## src/rtl/mc_ctrl_pkg.sv

```systemverilog
// Shared constants and types for the multi-cycle control unit.
//   OP_*       : MIPS primary opcodes the controller understands
//   FUNCT_ADD  : R-type funct field for add
//   ALU_ADD/NOP: ALUcontrol encodings driven to the datapath ALU
//   state_t    : controller phase sequence
package mc_ctrl_pkg;

  localparam logic [5:0] OP_RTYPE  = 6'h00;
  localparam logic [5:0] OP_ADDI   = 6'h08;
  localparam logic [5:0] OP_LW     = 6'h23;
  localparam logic [5:0] OP_SW     = 6'h2B;
  localparam logic [5:0] FUNCT_ADD = 6'h20;

  localparam logic [3:0] ALU_ADD = 4'b0101;
  localparam logic [3:0] ALU_NOP = 4'b0000;

  typedef enum logic [2:0] {
    IDLE,
    DECODE,
    EXECUTE,
    MEM,
    WRITEBACK
  } state_t;

endpackage

```

## src/rtl/mc_control_unit_if.sv

```systemverilog
// Instruction handshake and datapath control bundle of mc_control_unit.
//   master : the controller (accepts InstrIn/InstrValid, drives everything else)
//   slave  : fetch source + datapath side
// With RETIRE_COUNT_EN defined the bundle also carries RetireCount and
// IllegalCount, CNT_W bits wide.
interface mc_control_unit_if
`ifdef RETIRE_COUNT_EN
  #(parameter int unsigned CNT_W = 16)
`endif
  ;
  logic [31:0] InstrIn;
  logic        InstrValid;
  logic        InstrReady;
  logic [31:0] Intruction;
  logic        RegDst;
  logic        RegWrite;
  logic        ALUSrc;
  logic [3:0]  ALUcontrol;
  logic        MemWrite;
  logic        MemRead;
  logic        MemToReg;
  logic        Done;
  logic        Illegal;
`ifdef RETIRE_COUNT_EN
  logic [CNT_W-1:0] RetireCount;
  logic [CNT_W-1:0] IllegalCount;
`endif

  modport master (
    input  InstrIn, InstrValid,
    output InstrReady, Intruction, RegDst, RegWrite, ALUSrc, ALUcontrol,
           MemWrite, MemRead, MemToReg, Done, Illegal
`ifdef RETIRE_COUNT_EN
    , output RetireCount, IllegalCount
`endif
  );

  modport slave (
    output InstrIn, InstrValid,
    input  InstrReady, Intruction, RegDst, RegWrite, ALUSrc, ALUcontrol,
           MemWrite, MemRead, MemToReg, Done, Illegal
`ifdef RETIRE_COUNT_EN
    , input RetireCount, IllegalCount
`endif
  );

endinterface

```

## src/rtl/mc_decode.sv

```systemverilog
// Combinational instruction-class decode from IR fields.
//   op, funct    : IR[31:26], IR[5:0]
//   rt, rd       : IR[20:16], IR[15:11]
//   is_*         : one-hot class of a supported instruction
//   illegal      : opcode/funct combination not supported
//   dest_is_zero : the register this instruction would write is $0
module mc_decode
  import mc_ctrl_pkg::*;
(
  input  logic [5:0] op,
  input  logic [5:0] funct,
  input  logic [4:0] rt,
  input  logic [4:0] rd,
  output logic       is_add,
  output logic       is_addi,
  output logic       is_lw,
  output logic       is_sw,
  output logic       illegal,
  output logic       dest_is_zero
);

  always_comb begin
    is_add       = (op == OP_RTYPE) && (funct == FUNCT_ADD);
    is_addi      = (op == OP_ADDI);
    is_lw        = (op == OP_LW);
    is_sw        = (op == OP_SW);
    illegal      = !(is_add || is_addi || is_lw || is_sw);
    // R-type writes rd, I-type writes rt
    dest_is_zero = is_add ? (rd == 5'd0) : (rt == 5'd0);
  end

endmodule

```

## src/rtl/mc_control_unit.sv

```systemverilog
// Multi-cycle control FSM for the single-issue datapath.
// Accepts one instruction over InstrValid/InstrReady, latches it into IR and
// walks DECODE -> EXECUTE -> [MEM x MEM_LATENCY] -> WRITEBACK, pulsing Done on
// retirement or Illegal in DECODE for unsupported encodings.
//   Clk, Rst_n : clock (rising edge), asynchronous active-low reset
//   bus        : mc_control_unit_if.master (handshake + datapath controls)
// Parameters: MEM_LATENCY (1..15) cycles in MEM, CNT_W counter width.
// Optional macro RETIRE_COUNT_EN adds RetireCount / IllegalCount counters.
module mc_control_unit
  import mc_ctrl_pkg::*;
#(
  parameter int unsigned MEM_LATENCY = 1,
  parameter int unsigned CNT_W       = 16
) (
  input  logic                Clk,
  input  logic                Rst_n,
  mc_control_unit_if.master   bus
);

  if (MEM_LATENCY < 1 || MEM_LATENCY > 15) begin : g_bad_latency
    $error("mc_control_unit: MEM_LATENCY=%0d outside 1..15", MEM_LATENCY);
  end
  if (CNT_W < 1) begin : g_bad_cnt_w
    $error("mc_control_unit: CNT_W must be at least 1");
  end

  localparam logic [3:0] MEM_LOAD = 4'(MEM_LATENCY - 1);

  state_t      state, state_nxt;
  logic [31:0] ir;
  logic [3:0]  mem_cnt;
  logic        mem_last;

  logic is_add, is_addi, is_lw, is_sw, dec_illegal, dest_is_zero;

  logic       ready_st, regdst, regwrite, alusrc, memwrite, memread, memtoreg;
  logic       done, illegal;
  logic [3:0] aluctl;

  mc_decode u_decode (
    .op           (ir[31:26]),
    .funct        (ir[5:0]),
    .rt           (ir[20:16]),
    .rd           (ir[15:11]),
    .is_add       (is_add),
    .is_addi      (is_addi),
    .is_lw        (is_lw),
    .is_sw        (is_sw),
    .illegal      (dec_illegal),
    .dest_is_zero (dest_is_zero)
  );

  assign mem_last = (mem_cnt == 4'd0);

  always_ff @(posedge Clk or negedge Rst_n) begin
    if (!Rst_n) begin
      state   <= IDLE;
      ir      <= '0;
      mem_cnt <= '0;
    end else begin
      state <= state_nxt;
      if (state == IDLE && bus.InstrValid)
        ir <= bus.InstrIn;
      if (state == EXECUTE)
        mem_cnt <= MEM_LOAD;
      else if (state == MEM && !mem_last)
        mem_cnt <= mem_cnt - 4'd1;
    end
  end

  always_comb begin
    state_nxt = state;
    case (state)
      IDLE:      if (bus.InstrValid) state_nxt = DECODE;
      DECODE:    state_nxt = dec_illegal ? IDLE : EXECUTE;
      EXECUTE:   state_nxt = (is_lw || is_sw) ? MEM : WRITEBACK;
      MEM:       if (mem_last) state_nxt = is_lw ? WRITEBACK : IDLE;
      WRITEBACK: state_nxt = IDLE;
      default:   state_nxt = IDLE;
    endcase
  end

  // Moore outputs: state register and IR only
  always_comb begin
    ready_st = 1'b0;
    regdst   = 1'b0;
    regwrite = 1'b0;
    alusrc   = 1'b0;
    aluctl   = ALU_NOP;
    memwrite = 1'b0;
    memread  = 1'b0;
    memtoreg = 1'b0;
    done     = 1'b0;
    illegal  = 1'b0;
    case (state)
      IDLE:    ready_st = 1'b1;
      DECODE:  illegal  = dec_illegal;
      EXECUTE: begin
        alusrc = is_addi || is_lw || is_sw;
        aluctl = ALU_ADD;
      end
      MEM: begin
        alusrc   = 1'b1;
        aluctl   = ALU_ADD;
        memread  = is_lw;
        memwrite = is_sw;
        done     = is_sw && mem_last;
      end
      WRITEBACK: begin
        regwrite = !dest_is_zero;
        regdst   = is_add;
        memtoreg = is_lw;
        alusrc   = is_addi || is_lw;
        aluctl   = ALU_ADD;
        done     = 1'b1;
      end
      default: ;
    endcase
  end

  // IDLE is entered asynchronously on reset; gating keeps Ready low while held
  assign bus.InstrReady = ready_st && Rst_n;
  assign bus.Intruction = ir;
  assign bus.RegDst     = regdst;
  assign bus.RegWrite   = regwrite;
  assign bus.ALUSrc     = alusrc;
  assign bus.ALUcontrol = aluctl;
  assign bus.MemWrite   = memwrite;
  assign bus.MemRead    = memread;
  assign bus.MemToReg   = memtoreg;
  assign bus.Done       = done;
  assign bus.Illegal    = illegal;

`ifdef RETIRE_COUNT_EN
  logic [CNT_W-1:0] retire_cnt, illegal_cnt;

  always_ff @(posedge Clk or negedge Rst_n) begin
    if (!Rst_n) begin
      retire_cnt  <= '0;
      illegal_cnt <= '0;
    end else begin
      if (done)    retire_cnt  <= retire_cnt + 1'b1;
      if (illegal) illegal_cnt <= illegal_cnt + 1'b1;
    end
  end

  assign bus.RetireCount  = retire_cnt;
  assign bus.IllegalCount = illegal_cnt;
`endif

endmodule

```

## src/flat_wrapper.sv

```systemverilog
// flat-port wrapper written by rule: the top's interface ports become plain ports
module mc_control_unit_flat import mc_ctrl_pkg::*;
#(
  parameter int unsigned MEM_LATENCY = 1,
  parameter int unsigned CNT_W       = 16
)
  (Clk, Rst_n, bus_InstrIn, bus_InstrValid, bus_InstrReady, bus_Intruction, bus_RegDst, bus_RegWrite, bus_ALUSrc, bus_ALUcontrol, bus_MemWrite, bus_MemRead, bus_MemToReg, bus_Done, bus_Illegal);
  mc_control_unit_if bus_i ();
  input  logic Clk;
  input  logic Rst_n;
  input wire logic [$bits(bus_i.InstrIn)-1:0] bus_InstrIn;
  input wire logic [$bits(bus_i.InstrValid)-1:0] bus_InstrValid;
  output wire logic [$bits(bus_i.InstrReady)-1:0] bus_InstrReady;
  output wire logic [$bits(bus_i.Intruction)-1:0] bus_Intruction;
  output wire logic [$bits(bus_i.RegDst)-1:0] bus_RegDst;
  output wire logic [$bits(bus_i.RegWrite)-1:0] bus_RegWrite;
  output wire logic [$bits(bus_i.ALUSrc)-1:0] bus_ALUSrc;
  output wire logic [$bits(bus_i.ALUcontrol)-1:0] bus_ALUcontrol;
  output wire logic [$bits(bus_i.MemWrite)-1:0] bus_MemWrite;
  output wire logic [$bits(bus_i.MemRead)-1:0] bus_MemRead;
  output wire logic [$bits(bus_i.MemToReg)-1:0] bus_MemToReg;
  output wire logic [$bits(bus_i.Done)-1:0] bus_Done;
  output wire logic [$bits(bus_i.Illegal)-1:0] bus_Illegal;
  assign bus_i.InstrIn = bus_InstrIn;
  assign bus_i.InstrValid = bus_InstrValid;
  assign bus_InstrReady = bus_i.InstrReady;
  assign bus_Intruction = bus_i.Intruction;
  assign bus_RegDst = bus_i.RegDst;
  assign bus_RegWrite = bus_i.RegWrite;
  assign bus_ALUSrc = bus_i.ALUSrc;
  assign bus_ALUcontrol = bus_i.ALUcontrol;
  assign bus_MemWrite = bus_i.MemWrite;
  assign bus_MemRead = bus_i.MemRead;
  assign bus_MemToReg = bus_i.MemToReg;
  assign bus_Done = bus_i.Done;
  assign bus_Illegal = bus_i.Illegal;
  mc_control_unit #(.MEM_LATENCY(MEM_LATENCY), .CNT_W(CNT_W)) u_core (.Clk(Clk), .Rst_n(Rst_n), .bus(bus_i));
endmodule
```

## config.mk

```make
export PLATFORM = sky130hd
export DESIGN_NAME = mc_control_unit_flat
export DESIGN_NICKNAME = d
export VERILOG_FILES = /design/src/rtl/mc_ctrl_pkg.sv /design/src/rtl/mc_control_unit_if.sv /design/src/rtl/mc_decode.sv /design/src/rtl/mc_control_unit.sv /design/src/flat_wrapper.sv
export SDC_FILE = /design/constraint.sdc
export NUM_CORES = 1
export LEC_CHECK = 0
export CAP_MARGIN = 40
export CORE_MARGIN = 5
export CORE_UTILIZATION = 45
export DETAILED_ROUTE_END_ITERATION = 10
export PLACE_DENSITY = 0.94
export SYNTH_ARGS = -nofsm -noshare
export SYNTH_HDL_FRONTEND = slang
export SYNTH_HIERARCHICAL = 1
export SYNTH_SLANG_ARGS = --single-unit
```

## constraint.sdc

```tcl
create_clock -name Clk -period 3.55 [get_ports Clk]
set_input_delay 0.355 -clock Clk [delete_from_list [all_inputs] [get_ports Clk]]
set_output_delay 0.355 -clock Clk [all_outputs]
set_load 0.1 [all_outputs]
```

==> metrics.yaml, run 1 <==
critical_path:
  cp.arrival_ps: 2100
  start_kind: "flip-flop"
  reg2reg_from: "u_core/state[0]"
  worstSetupEndpointType: "primary output"
  critPathMaxFanout: 5
  critPathKind: "flip-flop to primary output"
  cp.required_ps: 3190
  r2r_cells: 3
  r2r-end: "u_core/bus.Intruction[18]"
  r2r_slack_ps: 1450
yosys:
  synth_seq_area_share_pct: 51.7
  syn_avg_cell_area_um2: 12.2
  synth_top_family_by_area: "multiplexers"
  synth_simple_gate_area_share_pct: 15.2
  synth_compound_gate_area_share_pct: 6.30
  synthAdderAreaFrac_pct: 1.33
  ys_warn_count: 6
  yosys_register_bits: 39
  syn_inst: 155
  yosysUniqueCellTypes: 36
  netlist_area_mm2: 0.00189
  synthXorXnorAreaFrac_pct: 0
  muxShareOfSynthArea_pct: 19.7
clock_tree:
  ctsHoldBuffers: 0
  cts_max_level: 2
  clockRootBuffer: "clkbuf_8"
  cts_setup_buffers: 0
  clkLatencyLatePin_ps: 290
  cts_tree: "yes"
  cts_buffer_depth: 2
  cts.clk_slew.worst_paths_ps: 70
  post_cts_resized: 0
  cts_buffers: 5
  cts_num_sinks: 39
timing:
  relSlewSlack_pct: 57.2
  fin_crit_ps: 2460
  setup_tns_ps: 0
  finClkSkew_ps: 5.11
  period_share_pct: 69.2
  worstMarginPinSlew_ps: 641
  rsz0062_at_grt: "no"
  fmaxAchievable_mhz: 407
  setup_violations: 0
  hold_violations: 0
  finalMaxSlewViolations: 0
placement:
  place_congestion: 0.836
  hpwl_mm: 4.05
  placed_area_mm2: 0.00315
  io_buffers: 77
layout:
  diodes: 0
  stdcell_area_mm2: 0.00322
  fin_nets: 300
  final_cell_mix: "clkdlybuf4s50_1 (65), dfrtp_1 (39), mux2_2 (30)"
  area_growth_pct: 70.7
  final_layout_size_suffix_gt1_share_pct: 33.6
  layout_commonest_cell: "clkdlybuf4s50_1"
die:
  fp.dieH_um: 74.8
  start_util_pct: 46.9
  row_count: 23
  die_w_um: 74.8
  io_pins: 80
  core_area_mm2: 0.00403
  fp.dieArea_mm2: 0.00559
global_route:
  grt_max_degree: 41
  antenna_found_initial: 0
  first_global_vias: 1756
  grtUsageTotal_pct: 20.7
  grt_first_pass_wirelength_mm: 8.53
  grt.overflow.total: 0
route:
  via_per_inst: 5.12
  drt-total-wl_mm: 5.21
  first_pass_iters: 4
  drtAntennaViolNets: 0
  routedWlPerCell_um: 16.7
  drt_iter0_markers: 91
  vias: 1596
  drcViolationCount: 0
run:
  maxCapViolations: 0
min_path:
  hold_class: "input pin to asynchronous set/reset pin"
run_status:
  status: "finished clean"
[per-layer routing]
layer,global-route usage (%),vias to the layer above,routed length [µm]
li1,-,761,-
met1,21.3,763,1890
met2,38.2,61,2810
met4,9.49,0,120
met5,0,-,0
met3,6.41,11,395
[cell families after synthesis]
group           after synthesis
simple gates                 45
flops                        39
other cells                   1
fa+ha+maj                     2
mux                          33
buf+inv                      17
compound gates               18
[through the flow]
stage / util (%) / hold slack (ps) / setup slack, ps / std cells
floorplan: - / 59.4 / 198 / 156
global placement: 65.2 / 442 / 1420 / 274
detailed placement: 78.1 / 440 / 1330 / 306
CTS: 80.0 / 131 / 1120 / 312
global route: 80.0 / 155 / 933 / 312
finish: 80.0 / 112 / 1090 / 312
[flip-flops by register name (all words and copies together), names as in the netlist]
name                   cells
u_core/mem_cnt             4
u_core/bus.Intruction     32
u_core/state               3
[cell type report]
type	instances	area, µm²
repair buffers	111	1270
clock buffers	5	68.8
multi-input cells	100	815
fillers	240	806
flip-flops and latches	39	976
well taps	50	62.6
inverters	6	22.5
clock inverters	1	7.51
[how the worst max path moves through the flow]
stage,slack (ps),from,endpoint
global placement,1420,bus_InstrValid,u_core/bus.Intruction[6]
detailed placement,1330,bus_InstrValid,u_core/bus.Intruction[18]
floorplan,200,u_core/bus.Intruction[5],bus_RegWrite
global route,930,u_core/mem_cnt[0],bus_Done
CTS,1120,u_core/mem_cnt[1],bus_Done
finish,1090,u_core/mem_cnt[0],bus_Done
[critical path, cell delays in order (launching register included)]
cell	delay, ps
dfrtp_1	420
inv_1	90
ha_1	200
nor3b_1	550
a41o_1	270
buf_4	290
[cell usage after synthesis]
library cell / count / area share, %
o21a_1: 1 / 0.40
nor2_2: 1 / 0.33
mux2_1: 3 / 1.8
clkbuf_1: 3 / 0.60
a41o_1: 2 / 1.1
nand2b_1: 2 / 0.66
nor3_2: 1 / 0.53
and2_1: 2 / 0.66
nand2_1: 8 / 1.6
buf_6: 4 / 2.4
a221oi_1: 1 / 0.46
nor4b_4: 2 / 2.5
nand4b_1: 2 / 0.93
a31oi_1: 2 / 0.66
mux2_2: 30 / 18
conb_1: 1 / 0.20
buf_2: 1 / 0.26
or4_1: 2 / 0.79
o31ai_1: 1 / 0.40
inv_1: 6 / 1.2
nor3_1: 4 / 1.1
or3b_2: 1 / 0.46
o21ai_0: 4 / 1.1
o22ai_1: 1 / 0.33
a21oi_1: 4 / 1.1
buf_4: 3 / 1.2
and3_1: 3 / 0.99
nand4_1: 2 / 0.66
nor2_1: 8 / 1.6
a2bb2oi_1: 1 / 0.46
o211ai_1: 1 / 0.40
nand3_1: 2 / 0.53
nor3b_1: 3 / 1.2
dfrtp_1: 39 / 52
ha_1: 2 / 1.3
nor2b_1: 2 / 0.66
Power of run 1 is left out: the tool's default activity adds up to more than one toggle a clock period on the data nets, which glitch-free logic cannot reach.
==> run 2: changes to the inputs <==
--- a/config.mk
+++ b/config.mk
@@ -7,9 +7,9 @@
 export LEC_CHECK = 0
 export CAP_MARGIN = 40
 export CORE_MARGIN = 5
-export CORE_UTILIZATION = 45
+export CORE_UTILIZATION = 38
 export DETAILED_ROUTE_END_ITERATION = 10
-export PLACE_DENSITY = 0.94
+export PLACE_DENSITY = 0.86
 export SYNTH_ARGS = -nofsm -noshare
 export SYNTH_HDL_FRONTEND = slang
 export SYNTH_HIERARCHICAL = 1
==> constraint.sdc (replaced) <==
create_clock -name Clk -period 2.1 [get_ports Clk]
set_input_delay 0.21 -clock Clk [delete_from_list [all_inputs] [get_ports Clk]]
set_output_delay 0.21 -clock Clk [all_outputs]
set_load 0.1 [all_outputs]
==> run 2 against run 1 <==
Worst setup slack worse by 1100 ps. Clock skew down 0.80 ps. Sequential share of layout area up 4.4 points. Register-to-register slack worse by 1000 ps. Via count down 4.7%. Sequential cell count unchanged. Largest cell class is now registers. Worst hold slack worse by 92 ps. Critical endpoint is now bus_ALUSrc. Routed wire length down 10%. Core utilization down 19 points. Die area up 16%. First-iteration DRC count down 30%. Global-route usage down 5.2 points.
==> metrics.yaml, run 2 (synthesis results as in run 1) <==
clock_tree:
  cts_num_sinks: 39  # unchanged
  cts_tree: "yes"  # unchanged
  cts_max_level: 2  # unchanged
  clkLatencyLatePin_ps: 290  # about the same
  cts_buffer_depth: 2  # unchanged
  clockRootBuffer: "clkbuf_8"  # unchanged
  cts.clk_slew.worst_paths_ps: 80  # was 70 ps
  cts_buffers: 5  # unchanged
global_route:
  grt_first_pass_wirelength_mm: 7.69  # was 8.53 mm
  use_met3_pct: 4.82  # was 6.41%
  antenna_found_initial: 0  # unchanged
  grtUsageMet2_pct: 27.3  # was 38.2%
  grt_max_degree: 40  # was 41
  busiest_layer: "met2"  # unchanged
  grtUsageTotal_pct: 15.5  # was 20.7%
  use_met1_pct: 17.8  # was 21.3%
  grt.overflow.total: 0  # unchanged
  first_global_vias: 1619  # was 1,756
critical_path:
  max_stage_delay_ps: 540  # was 550 ps
  slowest_stage: "nor2b_1"  # was nor3b_1
  crit_chain: "nor2b_1 -> o21ai_0 -> nand2_2 -> buf_12"  # was inv_1 -> ha_1 -> nor3b_1 -> a41o_1 -> buf_4
  start_kind: "flip-flop"  # unchanged
  cp.arrival_ps: 1880  # was 2100 ps
  cp.required_ps: 1890  # was 3190 ps
  worstSetupEndpointType: "primary output"  # unchanged
  critPathMaxFanout: 9  # was 5
  critPathKind: "flip-flop to primary output"  # unchanged
die:
  io_pins: 80  # unchanged
  die_w_um: 80.5  # was 74.8 µm
  fp.dieArea_mm2: 0.00648  # was 0.00559 mm²
  row_count: 25  # was 23
  start_util_pct: 39.5  # was 46.9%
  fp.dieH_um: 80.5  # was 74.8 µm
  core_area_mm2: 0.00479  # was 0.00403 mm²
layout:
  largest_reg_flops: 32  # unchanged
  fin_nets: 272  # was 300
  final_cell_mix: "buf_4 (38), clkdlybuf4s50_1 (33), mux2_2 (31)"  # was clkdlybuf4s50_1 (65), dfrtp_1 (39), mux2_2 (30)
  final_layout_size_suffix_gt1_share_pct: 53.0  # was 33.6%
  diodes: 0  # unchanged
  layout_commonest_cell: "buf_4"  # was clkdlybuf4s50_1
  area_growth_pct: 55.0  # was 70.7%
route:
  first_pass_iters: 4  # unchanged
  routedWlPerCell_um: 15.4  # was 16.7 µm
  drcViolationCount: 0  # unchanged
  vias: 1521  # was 1,596
  via_per_inst: 5.02  # was 5.12
  drtAntennaViolNets: 0  # unchanged
  drt-total-wl_mm: 4.67  # was 5.21 mm
  drt_iter0_markers: 64  # was 91
timing:
  hold_violations: 0  # unchanged
  finClkSkew_ps: 4.31  # was 5.11 ps
  worstMarginPinSlew_ps: 586  # was 641 ps
  relSlewSlack_pct: 60.9  # was 57.2%
  fin_crit_ps: 2090
  setup_violations: 0  # unchanged
  fmaxAchievable_mhz: 478
  period_share_pct: 99.6
  rsz0062_at_grt: "yes"  # was no
  finalMaxSlewViolations: 0  # unchanged
  hold_ws_ps: 20.9  # was 112 ps
run_status:
  status: "finished clean"  # unchanged
min_path:
  hold_class: "input pin to asynchronous set/reset pin"  # unchanged
placement:
  place_congestion: 0.772  # was 0.836
  io_buffers: 77  # unchanged
  hpwl_mm: 3.56  # was 4.05 mm
run:
  maxCapViolations: 0  # unchanged
## run 2: changes by cell type in the layout (fill, tap and decap cells not counted), sizes merged
| cell | before | now |
|---|---|---|
| clkbuf | 5 | 6 |
| clkinvlp | 1 | 0 |
| buf | 46 | 50 |
| clkdlybuf4s50 | 65 | 33 |
| bufinv | 0 | 1 |
| clkinv | 0 | 1 |
## run 2: timing repair
action / 4_1_cts / 5_1_grt
setup buffers: 0 / 1
pin swaps: 1 / 2
gates resized for setup: 1 / 2
endpoints found under the setup margin: 1 / 6
hold buffers: 0 / 0
## run 2: worst max-delay path: cells and delay by family, from the launching register on
kind                   cells  cell delay [ps]
buffers and inverters      1              170
flip-flops                 1              530
AND/OR/NAND/NOR            2              670
AO/OA/AOI/OAI              1              220
## run 2: cell type report
class                      count  area, µm²
clock inverter                 2       35.0
inverter                       6       22.5
tap                           67       83.8
multi-input combinational    100        848
clock buffer                   6       82.6
fill                         405       1860
sequential                    39       1010
timing repair buffer          83        841
## run 2: metal layers
| metal | up-vias | wire length [µm] |
|---|---|---|
| met2 | 55 | 2400 |
| met1 | 753 | 1860 |
| li1 | 706 | - |
| met4 | 0 | 57 |
| met5 | - | 0 |
| met3 | 7 | 354 |
## run 2: through the flow
step / setup slack [ps] / cell area (µm²) / std cells / setup TNS [ps] / util (%)
2_1_floorplan: -79.8 / 1960 / 156 / -79.8 / -
3_3_place_gp: 329 / 2790 / 294 / 0 / 58.3
3_5_place_dp: 324 / 2790 / 294 / 0 / 58.3
4_1_cts: 0.579 / 2910 / 302 / 0 / 60.9
5_1_grt: -96.1 / 2930 / 303 / -374 / 61.2
6_report: 9.20 / 2930 / 303 / 0 / 61.2
## run 2: worst paths after layout
kind / to / from / depth (start not counted) / slack, ps
max: bus_ALUSrc / u_core/state[1] / 4 / 9
min: u_core/bus.Intruction[3] / Rst_n / 2 / 20
max reg2reg: u_core/bus.Intruction[2] / u_core/state[0] / 3 / 410
min reg2reg: u_core/bus.Intruction[7] / u_core/bus.Intruction[7] / 1 / 510
max in group asynchronous: u_core/bus.Intruction[29] / Rst_n / 2 / 1700
min in group Clk: u_core/bus.Intruction[7] / u_core/bus.Intruction[7] / 1 / 510
Power of run 2 is left out for the same reason.
==> run 3: changes to the inputs <==
--- a/config.mk
+++ b/config.mk
@@ -6,7 +6,7 @@
 export NUM_CORES = 1
 export LEC_CHECK = 0
 export CAP_MARGIN = 40
-export CORE_MARGIN = 5
+export CORE_MARGIN = 8
 export CORE_UTILIZATION = 38
 export DETAILED_ROUTE_END_ITERATION = 10
 export PLACE_DENSITY = 0.86
==> run 3 against run 2 <==
The run now ends with setup timing left. Cell area is 0.34% lower. Critical path depth is 1 higher. Sequential cell count stayed put. Worst hold slack worse by 7.5 ps. Clock-buffer cell count stayed put. Final cell count is 0.33% higher. First-iteration DRC count is 58% higher. Routed wire length is 3.0% higher. Maximum frequency is 0.58% lower. Worst setup slack worse by 12 ps. Sequential share of layout area is 0.12 points higher. Critical endpoint is now bus_RegWrite.
==> metrics.yaml, run 3 (synthesis results as in run 1) <==
critical_path:
  critPathKind: "flip-flop to primary output"  # unchanged
  crit_buf_inv: 1  # unchanged
  r2r_slack_ps: 490  # was 410 ps
  cp.arrival_ps: 1890  # was 1880 ps
  crit_chain: "nor4b_4 -> nand4_1 -> mux2_2 -> nor2_4 -> buf_12"  # was nor2b_1 -> o21ai_0 -> nand2_2 -> buf_12
  r2r_cells: 3  # unchanged
  cp.required_ps: 1890  # about the same
  cp.depth: 5  # was 4
  worstSetupEndpointType: "primary output"  # unchanged
  r2r-end: "u_core/bus.Intruction[27]"  # was u_core/bus.Intruction[2]
  critPathMaxFanout: 3  # was 9
  start_kind: "flip-flop"  # unchanged
  max_stage_delay_ps: 500  # was 540 ps
  slowest_stage: "dfrtp_4"  # was nor2b_1
  path_delay_family: "simple AND/OR/NAND/NOR gates"  # unchanged
  reg2reg_from: "u_core/state[2]"  # was u_core/state[0]
route:
  wl_met3_um: 391  # was 354 µm
  dr.max_layer_used: "met4"  # unchanged
  wl_met1_mm: 1.92  # was 1.86 mm
  drt-total-wl_mm: 4.81  # was 4.67 mm
  drt_iter0_markers: 101  # was 64
  drtAntennaViolNets: 0  # unchanged
  first_pass_iters: 4  # unchanged
  drcViolationCount: 0  # unchanged
  via_per_inst: 4.85  # was 5.02
  vias: 1475  # was 1,521
  wl_met2_mm: 2.44  # was 2.40 mm
  routedWlPerCell_um: 15.8  # was 15.4 µm
clock_tree:
  cts_num_sinks: 39  # unchanged
  cts_buffers: 5  # unchanged
  cts_buffer_depth: 2  # unchanged
  clockRootBuffer: "clkbuf_8"  # unchanged
  clkLatencyLatePin_ps: 290  # about the same
  cts.clk_slew.worst_paths_ps: 80  # about the same
  cts_tree: "yes"  # unchanged
  cts_max_level: 2  # unchanged
die:
  core_area_mm2: 0.00475  # was 0.00479 mm²
  fp.dieH_um: 86.5  # was 80.5 µm
  die_w_um: 86.5  # was 80.5 µm
  start_util_pct: 39.7  # was 39.5%
  io_pins: 80  # unchanged
  row_count: 25  # unchanged
  fp.dieArea_mm2: 0.00748  # was 0.00648 mm²
run:
  maxCapViolations: 0  # unchanged
timing:
  fmaxAchievable_mhz: 476  # was 478 MHz
  setup_violations: 1  # was 0
  hold_violations: 0  # unchanged
  setup_slack_ps: -3.03  # was 9.20 ps
  finClkSkew_ps: 5.30  # was 4.31 ps
  fin_crit_ps: 2100  # was 2090 ps
  finalMaxSlewViolations: 0  # unchanged
  rsz0062_at_grt: "yes"  # unchanged
  period_share_pct: 100  # was 99.6%
layout:
  final_cell_mix: "buf_4 (38), clkdlybuf4s50_1 (33), mux2_2 (31)"  # unchanged
  fin_util_pct: 61.3  # was 61.2%
  nFillCells: 406  # was 405
  layout_commonest_cell: "buf_4"  # unchanged
  largest_reg_flops: 32  # unchanged
  area_growth_pct: 54.5  # was 55.0%
  final_layout_size_suffix_gt1_share_pct: 53.2  # was 53.0%
  fin_nets: 273  # was 272
  diodes: 0  # unchanged
run_status:
  status: "finished, violations left"  # was finished clean
  violations: "setup timing"
global_route:
  grt_max_degree: 40  # unchanged
  grtUsageTotal_pct: 13.6  # was 15.5%
  first_global_vias: 1589  # was 1,619
  antenna_found_initial: 0  # unchanged
  grt_first_pass_wirelength_mm: 7.97  # was 7.69 mm
  grt.overflow.total: 0  # unchanged
placement:
  place_congestion: 0.802  # was 0.772
  hpwl_mm: 3.74  # was 3.56 mm
  io_buffers: 77  # unchanged
min_path:
  hold_class: "input pin to asynchronous set/reset pin"  # unchanged
-- run 3: cell types whose count changed in the layout (fill, tap and decap cells not counted), sizes merged --
cell / delta
buf: +1
bufinv: -1
clkinvlp: +1
-- run 3: worst max path at each step --
stage               slack [ps]                      start           end
CTS                        -10  u_core/bus.Intruction[29]  bus_RegWrite
finish                      -3   u_core/bus.Intruction[2]  bus_RegWrite
global placement           330  u_core/bus.Intruction[29]  bus_RegWrite
detailed placement         310  u_core/bus.Intruction[29]  bus_RegWrite
floorplan                  -80   u_core/bus.Intruction[3]   bus_Illegal
global route               -60   u_core/bus.Intruction[2]  bus_RegWrite
-- run 3: what timing repair did --
| action | in CTS | in global routing |
|---|---|---|
| setup endpoints to repair | 1 | 5 |
| hold buffers | 0 | 0 |
| pin swaps | 1 | 2 |
| gates cloned | 0 | 0 |
| buffers inserted | 0 | 2 |
| gates resized for setup | 0 | 4 |
-- run 3: through the flow --
stage / worst slack [ps] / setup TNS, ps / cells / area [µm²] / hold slack (ps)
global route: -64.7 / -75.5 / 304 / 2920 / 60.2
detailed placement: 314 / 0 / 294 / 2800 / 354
CTS: -11.2 / -11.2 / 302 / 2890 / 30.4
global placement: 331 / 0 / 294 / 2800 / 348
floorplan: -79.8 / -79.8 / 156 / 1960 / -85.6
finish: -3.03 / -3.03 / 304 / 2920 / 13.3
-- run 3: metal layers --
metal | GRT usage, % | vias up
li1 | - | 713
met1 | 14.8 | 710
met2 | 23.0 | 46
met3 | 6.14 | 6
met4 | 4.23 | 0
met5 | 0 | -
-- run 3: area by class of cell --
type,instances,area [µm²],share of cell area [%]
clock buffer,6,72.6,2.49
clock inverter,2,12.5,0.429
inverter,6,22.5,0.772
sequential,39,1010,34.7
timing repair buffer,84,861,29.5
tap,67,83.8,2.87
multi-input combinational,100,851,29.2
-- run 3: worst register-to-register path, stage by stage, from the launching register on --
cell,delay [ps]
dfrtp_1,500
nor4b_4,370
buf_12,240
mux2_2,390
Power of run 3 is left out for the same reason.
